===== src/rtl/conv_pkg.sv =====
// conv_pkg: shared defaults and types for the convolutional encoder framer
package conv_pkg;
  localparam int K_DEF = 3;
  localparam logic [K_DEF-1:0] G0_DEF = 3'b111;
  localparam logic [K_DEF-1:0] G1_DEF = 3'b101;
  localparam int FRAME_LEN_DEF = 256;
  typedef logic [1:0] symbol_t;
  typedef enum logic [1:0] {IDLE, DATA, TAIL} fr_state_t;
endpackage


===== src/rtl/conv_core.sv =====
// conv_core: rate-1/2 shift register and generator parities, symbol registered on adv
module conv_core
  import conv_pkg::*;
#(
  parameter int K = K_DEF,
  parameter logic [K-1:0] G0 = K'(G0_DEF),
  parameter logic [K-1:0] G1 = K'(G1_DEF)
) (
  input  logic    clk,
  input  logic    rst,
  input  logic    adv,
  input  logic    bit_i,
  output symbol_t sym_o
);
  logic [K-2:0] st;
  logic [K-1:0] sr;
  assign sr = {bit_i, st};
  always_ff @(posedge clk) begin
    if (rst) begin
      st <= '0;
      sym_o <= '0;
    end else if (adv) begin
      st <= sr[K-1:1];
      sym_o <= {^(sr & G0), ^(sr & G1)};
    end
  end
endmodule


===== src/rtl/conv_encoder_framer.sv =====
// conv_encoder_framer: framed rate-1/2 convolutional encoder with zero tail per frame
module conv_encoder_framer
  import conv_pkg::*;
#(
  parameter int K = K_DEF,
  parameter logic [K-1:0] G0 = K'(G0_DEF),
  parameter logic [K-1:0] G1 = K'(G1_DEF),
  parameter int FRAME_LEN = FRAME_LEN_DEF
) (
  input  logic        clk,
  input  logic        rst,
  input  logic        enable_i,
  input  logic        d_in,
  output logic        ready_o,
  output logic        valid_o,
  output symbol_t     d_out,
  output logic        sof_o,
  output logic        eof_o,
  output logic [15:0] frame_ct_o,
  output logic [15:0] drop_ct_o
);
  localparam int CW = $clog2(FRAME_LEN + 1);
  localparam int TW = (K > 2) ? $clog2(K - 1) : 1;
  fr_state_t st;
  logic [CW-1:0] cnt;
  logic [TW-1:0] tcnt;
  logic in_tail, xfer, last_tail;
  assign in_tail = st == TAIL;
  assign ready_o = !in_tail;
  assign xfer = enable_i && ready_o;
  assign last_tail = in_tail && tcnt == TW'(K - 2);
  // tail cycles feed zeros so the trellis returns to state 0
  conv_core #(.K(K), .G0(G0), .G1(G1)) u_core (
    .clk(clk),
    .rst(rst),
    .adv(xfer || in_tail),
    .bit_i(d_in && !in_tail),
    .sym_o(d_out)
  );
  always_ff @(posedge clk) begin
    if (rst) begin
      st <= IDLE;
      cnt <= '0;
      tcnt <= '0;
      valid_o <= 1'b0;
      sof_o <= 1'b0;
      eof_o <= 1'b0;
      frame_ct_o <= '0;
      drop_ct_o <= '0;
    end else begin
      valid_o <= xfer || in_tail;
      sof_o <= xfer && st == IDLE;
      eof_o <= last_tail;
      if (enable_i && !ready_o && drop_ct_o != '1) drop_ct_o <= drop_ct_o + 1'b1;
      if (xfer) begin
        cnt <= cnt + 1'b1;
        st <= cnt == CW'(FRAME_LEN - 1) ? TAIL : DATA;
        tcnt <= '0;
      end
      if (in_tail) begin
        tcnt <= tcnt + 1'b1;
        if (last_tail) begin
          st <= IDLE;
          cnt <= '0;
          frame_ct_o <= frame_ct_o + 1'b1;
        end
      end
    end
  end
endmodule


===== config.mk =====
export PLATFORM = sky130hd
export DESIGN_NAME = conv_encoder_framer
export DESIGN_NICKNAME = d
export VERILOG_FILES = /design/src/rtl/conv_pkg.sv /design/src/rtl/conv_core.sv /design/src/rtl/conv_encoder_framer.sv
export SDC_FILE = /design/constraint.sdc
export NUM_CORES = 1
export LEC_CHECK = 0
export CORE_ASPECT_RATIO = 1.4
export CORE_MARGIN = 2
export CORE_UTILIZATION = 55
export DETAILED_ROUTE_END_ITERATION = 12
export GPL_TIMING_DRIVEN = 0
export HOLD_SLACK_MARGIN = 0.06
export PLACE_DENSITY = 0.83
export SYNTH_ARGS = -nofsm -noshare
export SYNTH_HDL_FRONTEND = slang
export SYNTH_SLANG_ARGS = --single-unit

===== constraint.sdc =====
create_clock -name clk -period 3.7 [get_ports clk]
set_input_delay 1.11 -clock clk [delete_from_list [all_inputs] [get_ports clk]]
set_output_delay 1.11 -clock clk [all_outputs]
set_load 0.005 [all_outputs]

# [Word-level counts from Yosys, hierarchy flattened]
# Index checks and enable logic that the tools add are counted.
# Widths: inputs -> output; s select.
[totals] register_bits=51 inputBits=4
[classes] n_reduce_logical=13 n_mux=9 eq_ne=3 addsub=4
[ops] cell="$add 16x1->16 const B" n=2
[ops] cell="$mux 9" n=3
[ops] cell="$ne 16x16->1 const B" n=1
[ops] cell="$add 9x1->9 const B" n=1
[ops] cell="$eq 9x8->1 const B" n=1
[ops] cell="$mux 2" n=4
[ops] cell="$logic_and 1x1->1" n=6
[ops] cell="$reduce_xor 3->1" n=2
[ops] cell="$eq 2x2->1 const B" n=1
[ops] cell="$logic_not 2->1" n=1
[ops] cell="$mux 1" n=2
[ops] cell="$reduce_and 2->1" n=1
[ops] cell="$reduce_bool 2->1" n=1
[ops] cell="$add 1x1->1 const B" n=1
[ops] cell="$logic_not 1->1" n=1
[ops] cell="$logic_or 1x1->1" n=1

# [Depth between registers and ports, before layout]
# Gate-level depths: netlist of run 1.
[depth] depth_word=6 depth_mapped=7 mapped_depth_nobuf=6

# [Modules after synthesis]
# A second synthesis of run 1 with hierarchy kept.
[unflattened] hier_cells=267 hier_area_um2=2336.0
[modules_own_cells] module="conv_encoder_framer" seq_area_each_um2=940.9 instances=1 area_each_um2=2172.1 cells_each=251
[modules_own_cells] module="conv_core" seq_area_each_um2=80.1 instances=1 area_each_um2=163.9 cells_each=16

# [Worst setup path after synthesis of run 1]
# Ideal clock, no wire load.
[synth_path] path_kind="input-to-reg" from="input enable_i" to="register drop_ct_o[15]" t_arrival_ns=2.116 setup_time_ns=0.070 slack_ns=1.514 stages=5 required_ns=3.630 path_cell_list="and3b_1 > buf_2 > nand4_1 > or4_1 > a21oi_1"
[synth_via] elab_chain_cells=2
[synth_rtl] element="start: declaration" line_no="conv_encoder_framer.sv:12" text="input logic enable_i,"
[synth_rtl] element="$logic_and 1x1->1 (2 in a row)" line_no="conv_encoder_framer.sv:54" text="if (enable_i && !ready_o && drop_ct_o != '1) drop_ct_o <= drop_ct_o + 1'b1;"
[synth_rtl] element="end signal: assignment" line_no="conv_encoder_framer.sv:54"
[synth_rtl] element="end: declaration" line_no="conv_encoder_framer.sv:20" text="output logic [15:0] drop_ct_o"
# No other way between the ends.
# A chain may end at the register's enable or synchronous reset.

# [Worst setup path in the final report of run 1]
[layout_path] from="register st[0]" to="output ready_o"
[layout_via] elab_chain_cells=2
[layout_rtl] element="start: declaration" line_no="conv_encoder_framer.sv:24" text="fr_state_t st;"
[layout_rtl] element="start signal: assignment" line_no="conv_encoder_framer.sv:57" text="st <= cnt == CW'(FRAME_LEN - 1) ? TAIL : DATA;"
[layout_rtl] element="$eq 2x2->1" line_no="conv_encoder_framer.sv:28" text="assign in_tail = st == TAIL;"
[layout_rtl] element="$logic_not 1->1" line_no="conv_encoder_framer.sv:29" text="assign ready_o = !in_tail;"
[layout_rtl] element="end: declaration" line_no="conv_encoder_framer.sv:14" text="output logic ready_o,"
# No other way between the ends.

==> flow_summary.json, run 1 <==
{
  "drt_iter0_drc": 125,
  "drt.antenna.violating_nets": 0,
  "worst-r2r-cell-count": 6,
  "r2r_slack_ns": 1.56,
  "final_cell_area_sq_um": 2950,
  "cp.required_ns": 2.59,
  "p_per_area_nw_per_um2": 324,
  "dieArea_sq_um": 4910,
  "h-tree-depth": 2,
  "yosys_register_bits": 51,
  "ys_async_sr_fraction": 0,
  "netlist.area_leader.share": 0.426,
  "nNetsFinal": 332,
  "critPathKind": "flip-flop to primary output",
  "fmax_ghz": 0.328,
  "drt_pass1_iterations": 4,
  "r2r-start": "drop_ct_o[0]",
  "die_x_um": 59.8,
  "cts_buffers": 5,
  "startpoint_type": "flip-flop",
  "worst_skew_pair.late_latency_ns": 0.31,
  "skew_ns": 0.00754,
  "worstHoldPathType": "flip-flop to flip-flop",
  "fin_setup_tns_ns": 0,
  "syn_inst": 277,
  "yosysSeqAreaShare": 0.426,
  "hpwl_um": 3810,
  "io_pins": 42,
  "slew_headroom": 0.651,
  "drive_gt1_frac": 0.0646,
  "rsz0062_at_grt": "no",
  "maxCapViolations": 0,
  "cp-end-kind": "primary output",
  "synth_area_sq_um": 2400,
  "ir_worst_vdd_mv": 0.279,
  "synth_top_area_cell": "dfxtp_1",
  "period_share": 0.824,
  "core_area_sq_um": 4200,
  "fin_util": 0.702,
  "wl_um": 5230,
  "cts_setup_buffers": 0,
  "finalMaxSlewViolations": 0,
  "power.leakage_nw": 1.01,
  "wl_per_cell_um": 14.1,
  "drc": 0,
  "hold_viol_final": 0,
  "port-buffer-count": 40,
  "synth-edff-count": 0,
  "synth_area_leaders": "dfxtp_1, a21oi_1, nor2_1",
  "ctsHoldBuffers": 0,
  "root_buffer": "clkbuf_8",
  "place_congestion": 0.815,
  "antenna_found_initial": 0,
  "grt_pass1_vias": 2019,
  "fin_crit_ns": 3.05,
  "status": "finished clean",
  "cts-resized-gates": 0,
  "die_h_um": 82.1,
  "avgViaCountPerCell": 5.98,
  "grt_first_pass_wirelength_um": 8790,
  "crit_arrival_ns": 1.94,
  "setup_viol": 0,
  "cts.sink_count": 51,
  "path_max_fanout": 10,
  "worst_pin_slew_ns": 0.524,
  "via_count": 2213,
  "cts_tree": "done",
  "syn_avg_cell_area_sq_um": 8.66,
  "timing.rr.end": "drop_ct_o[1]",
  "row_count": 28,
  "min-delay-start": "frame_ct_o[15]",
  "yosys_most_used_dff": "dfxtp_1",
  "yosysUniqueCellTypes": 44,
  "path_clk_slew_ns": 0.09,
  "yosysWarningCount": 0,
  "placed_area_sq_um": 2860,
  "start_util": 0.571,
  "synth_nets": 285,
  "globalRouteOverflowTotal": 0,
  "worstHoldPathCells": 2,
  "diodes": 0,
  "syn2layout_area_growth_pct": 23.0,
  "cts_buffer_depth": 2,
  "grt_max_degree": 16,
  "whs_endpoint": "frame_ct_o[15]",
  "globalRouteTotalUtil": 0.229
}
[power by group]
part / switching, mW / leakage [nW] / internal, mW
logic: 0.0314 / 0.546 / 0.0252
clock network: 0.181 / 0.0484 / 0.153
registers: 0.00772 / 0.413 / 0.557
total: 0.220 / 1.01 / 0.735
[final cells by class]
type | count | area (sq um)
buffer | 14 | 96.3
inverter | 5 | 18.8
clock buffer | 7 | 86.3
tap | 45 | 56.3
fill | 353 | 1250
timing repair buffer | 40 | 400
clock inverter | 1 | 8.76
sequential | 51 | 1020
multi-input combinational | 207 | 1260
[cells in the mapped netlist, types with 2 or more instances]
library cell and instances:
dfxtp_1 51, nor2_1 28, a21oi_1 26, nand2_1 21
nand4_1 15, o21ai_0 13, nand3_1 12, or3_1 12
xor2_1 11, or4_1 9, o31ai_1 7, xnor2_1 7
and3_1 6, clkbuf_1 5, inv_1 5, nor3_1 5
and4_1 4, buf_2 4, ha_1 4, and2_1 3
nor4_1 3, a211oi_1 2, buf_6 2, clkbuf_8 2
[worst max-delay path: stages (launching register included)]
cell and delay (ns):
dfxtp_1 0.40, and2b_1 0.22, buf_2 0.19, inv_1 0.08, buf_2 0.21, clkdlybuf4s50_1 0.53
[kinds of logic (layout without fill, tap and decap cells)]
family          Yosys count  count (layout)  synth area share
buf+inv                  19              67            0.0480
simple gates            129             129             0.303
flops                    51              51             0.426
fa+ha+maj                 4               4            0.0209
compound gates           56              56             0.137
xor+xnor                 18              18            0.0657
[worst max-delay path by stage]
stage          startpoint             to  slack, ns  depth (start not counted)
2_1_floorplan    enable_i  drop_ct_o[15]       1.51                          5
3_3_place_gp     enable_i  drop_ct_o[15]       0.85                          6
3_5_place_dp     enable_i  drop_ct_o[15]       0.83                          6
4_1_cts             st[0]        ready_o       0.66                          5
5_1_grt             st[0]        ready_o       0.53                          5
6_report            st[0]        ready_o       0.65                          5
[placed cells by master (no fill, tap or decap), types with 2 or more instances in the layout]
master,Yosys,final
and4_1,4,4
nand4_1,15,15
nor4_1,3,3
dfxtp_1,51,51
and2_1,3,3
or3_1,12,12
and3_1,6,6
o21ai_0,13,13
buf_6,2,2
inv_1,5,5
xor2_1,11,11
clkdlybuf4s50_1,0,40
xnor2_1,7,7
nand2_1,21,21
nor3_1,5,5
a21oi_1,26,26
clkbuf_1,5,6
or4_1,9,9
nor2_1,28,28
ha_1,4,4
buf_2,4,4
clkbuf_8,2,8
nand3_1,12,12
a211oi_1,2,2
o31ai_1,7,7
[metal layers]
| layer | global-route usage | wire, um | vias up | share of wire |
|---|---|---|---|---|
| met4 | 0.0689 | 61 | 0 | 0.012 |
| met1 | 0.259 | 2180 | 1039 | 0.42 |
| met5 | 0 | 0 | - | 0 |
| met3 | 0.0436 | 195 | 5 | 0.037 |
| li1 | - | - | 1113 | - |
| met2 | 0.424 | 2790 | 56 | 0.53 |
[per-stage QoR]
stage	power, mW	worst slack [ns]	instances	hold slack (ns)
floorplan	0.611	1.51	277	0.449
global placement	0.632	0.847	362	0.457
detailed placement	0.633	0.835	362	0.468
CTS	0.962	0.661	370	0.481
global route	0.987	0.531	370	0.497
finish	0.955	0.651	370	0.481
[state kept, by name (all words and copies together), names as in the netlist]
name / cells
drop_ct_o: 16
frame_ct_o: 16
cnt: 9
st: 2
u_core.st: 2
u_core.sym_o: 2
eof_o: 1
sof_o: 1
tcnt: 1
valid_o: 1
(Power assumes the default switching activity.)
==> run 2, diff against run 1 <==
- CORE_UTILIZATION: 55 -> 52
- PLACE_DENSITY: 0.83 -> 0.79
- clock period: 3.7 -> 3.1 ns (I/O delays scaled with it)
==> run 2 against run 1 <==
Compared with the run above: final area is 0.51% higher; setup slack worse by 0.39 ns; non-clock buffer count stayed put; via count is 0.45% higher; wire length hardly changed; count of clock-buffer cells in the layout is 2 lower; sequential power is 19% higher; combinational power is 20% higher; largest cell class unchanged; largest power group unchanged.
==> flow_summary.json, run 2 (synthesized netlist as in run 1, its figures left out) <==
{
  "status": "finished clean",
  "dieArea_sq_um": 5180,
  "r2r_slack_ns": 1.03,
  "layout_commonest_cell": "dfxtp_1",
  "grt_first_pass_wirelength_um": 8780,
  "top_regs": "drop_ct_o x16, frame_ct_o x16, cnt x9",
  "wl_um": 5230,
  "cts_tree": "done",
  "slew_headroom": 0.637,
  "ctsHoldBuffers": 0,
  "fin_util": 0.659,
  "root_buffer": "clkbuf_8",
  "r2r-start": "drop_ct_o[0]",
  "maxCapViolations": 0,
  "timing.rr.end": "drop_ct_o[1]",
  "finalMaxSlewViolations": 0,
  "power.leakage_nw": 0.999,
  "drc": 0,
  "wl_per_cell_um": 13.5,
  "startpoint": "st[0]",
  "worst_skew_pair.late_latency_ns": 0.31,
  "setup_ws_ns": 0.257,
  "hold_viol_final": 0,
  "grt_max_degree": 17,
  "worstHoldPathType": "flip-flop to flip-flop",
  "skew_ns": 0.0113,
  "row_count": 29,
  "place_congestion": 0.786,
  "p_per_area_nw_per_um2": 380,
  "crit_arrival_ns": 1.91,
  "cts_buffer_depth": 2,
  "path_clk_slew_ns": 0.10,
  "period_share": 0.917,
  "io_pins": 42,
  "start_util": 0.533,
  "globalRouteOverflowTotal": 0,
  "die_h_um": 84.4,
  "worst_pin_slew_ns": 0.545,
  "diodes": 0,
  "nNetsFinal": 332,
  "fin_setup_tns_ns": 0,
  "die_x_um": 61.4,
  "via_count": 2223,
  "drt_pass1_iterations": 4,
  "startpoint_type": "flip-flop",
  "fin_crit_ns": 2.84,
  "core_area_sq_um": 4500,
  "preCtsSetupSlack_ns": 0.370,
  "avgViaCountPerCell": 5.74,
  "cts_setup_buffers": 0,
  "worstSetupEndpoint": "ready_o",
  "drt_iter0_drc": 148,
  "dp.cells": 379,
  "ir_worst_vdd_mv": 0.325,
  "cts.sink_count": 51,
  "critPathKind": "flip-flop to primary output",
  "fin_cells": 387,
  "setup_viol": 0,
  "rsz0062_at_grt": "no",
  "globalRouteTotalUtil": 0.218,
  "cts-resized-gates": 0,
  "final_cell_mix": "dfxtp_1, clkdlybuf4s50_1, nor2_1",
  "path_max_fanout": 10,
  "fin_hold_ws_ns": 0.485,
  "drive_gt1_frac": 0.0677,
  "fmax_ghz": 0.352,
  "cts_buffers": 5,
  "cp-end-kind": "primary output",
  "grt_pass1_vias": 2083,
  "worst-r2r-cell-count": 6,
  "hpwl_um": 3830,
  "cp.required_ns": 2.17,
  "port-buffer-count": 40,
  "drt.antenna.violating_nets": 0,
  "antenna_found_initial": 0,
  "h-tree-depth": 2,
  "syn2layout_area_growth_pct": 23.6,
  "n_fill_cell": 417
}
[run 2: how the worst min path moves through the flow]
stage,startpoint,endpoint,cells past startpoint
final,frame_ct_o[15],frame_ct_o[15],2
after global routing,cnt[8],cnt[8],2
after CTS,cnt[8],cnt[8],2
after detailed placement,cnt[8],cnt[8],2
after global placement,cnt[1],cnt[1],2
after floorplan,cnt[1],cnt[1],2
[run 2: worst max-delay path: stages, from the launching register on]
cell and delay [ns]:
dfxtp_1 0.40, and2b_1 0.22, buf_2 0.18, inv_1 0.08, buf_2 0.20, clkdlybuf4s50_1 0.53
[run 2: final cells by class]
cell class	instances	area, sq um	share of cell area
plain buffers	14	96.3	0.0325
flip-flops and latches	51	1020	0.344
clock inverters	3	20.0	0.00675
repair buffers	40	400	0.135
inverters	5	18.8	0.00633
clock buffers	5	68.8	0.0232
well taps	62	77.6	0.0262
multi-input cells	207	1260	0.426
[run 2: through the flow]
step | power (mW) | cell area, sq um
floorplan | 0.729 | 2400
global placement | 0.755 | 2880
detailed placement | 0.756 | 2880
CTS | 1.14 | 2970
global route | 1.17 | 2970
finish | 1.13 | 2970
[run 2: report_power, final]
| group | switching [mW] | internal, mW | total, mW |
|---|---|---|---|
| clock | 0.228 | 0.158 | 0.385 |
| combinational | 0.0375 | 0.0302 | 0.0677 |
| sequential | 0.00893 | 0.664 | 0.673 |
[run 2: layer usage]
metal / up-vias / part of all wire / routed length [um] / GRT usage
met5: - / 0 / 0 / 0
li1: 1107 / - / - / -
met3: 6 / 0.031 / 162 / 0.0385
met2: 47 / 0.53 / 2780 / 0.376
met4: 0 / 0.019 / 99 / 0.114
met1: 1063 / 0.42 / 2190 / 0.243
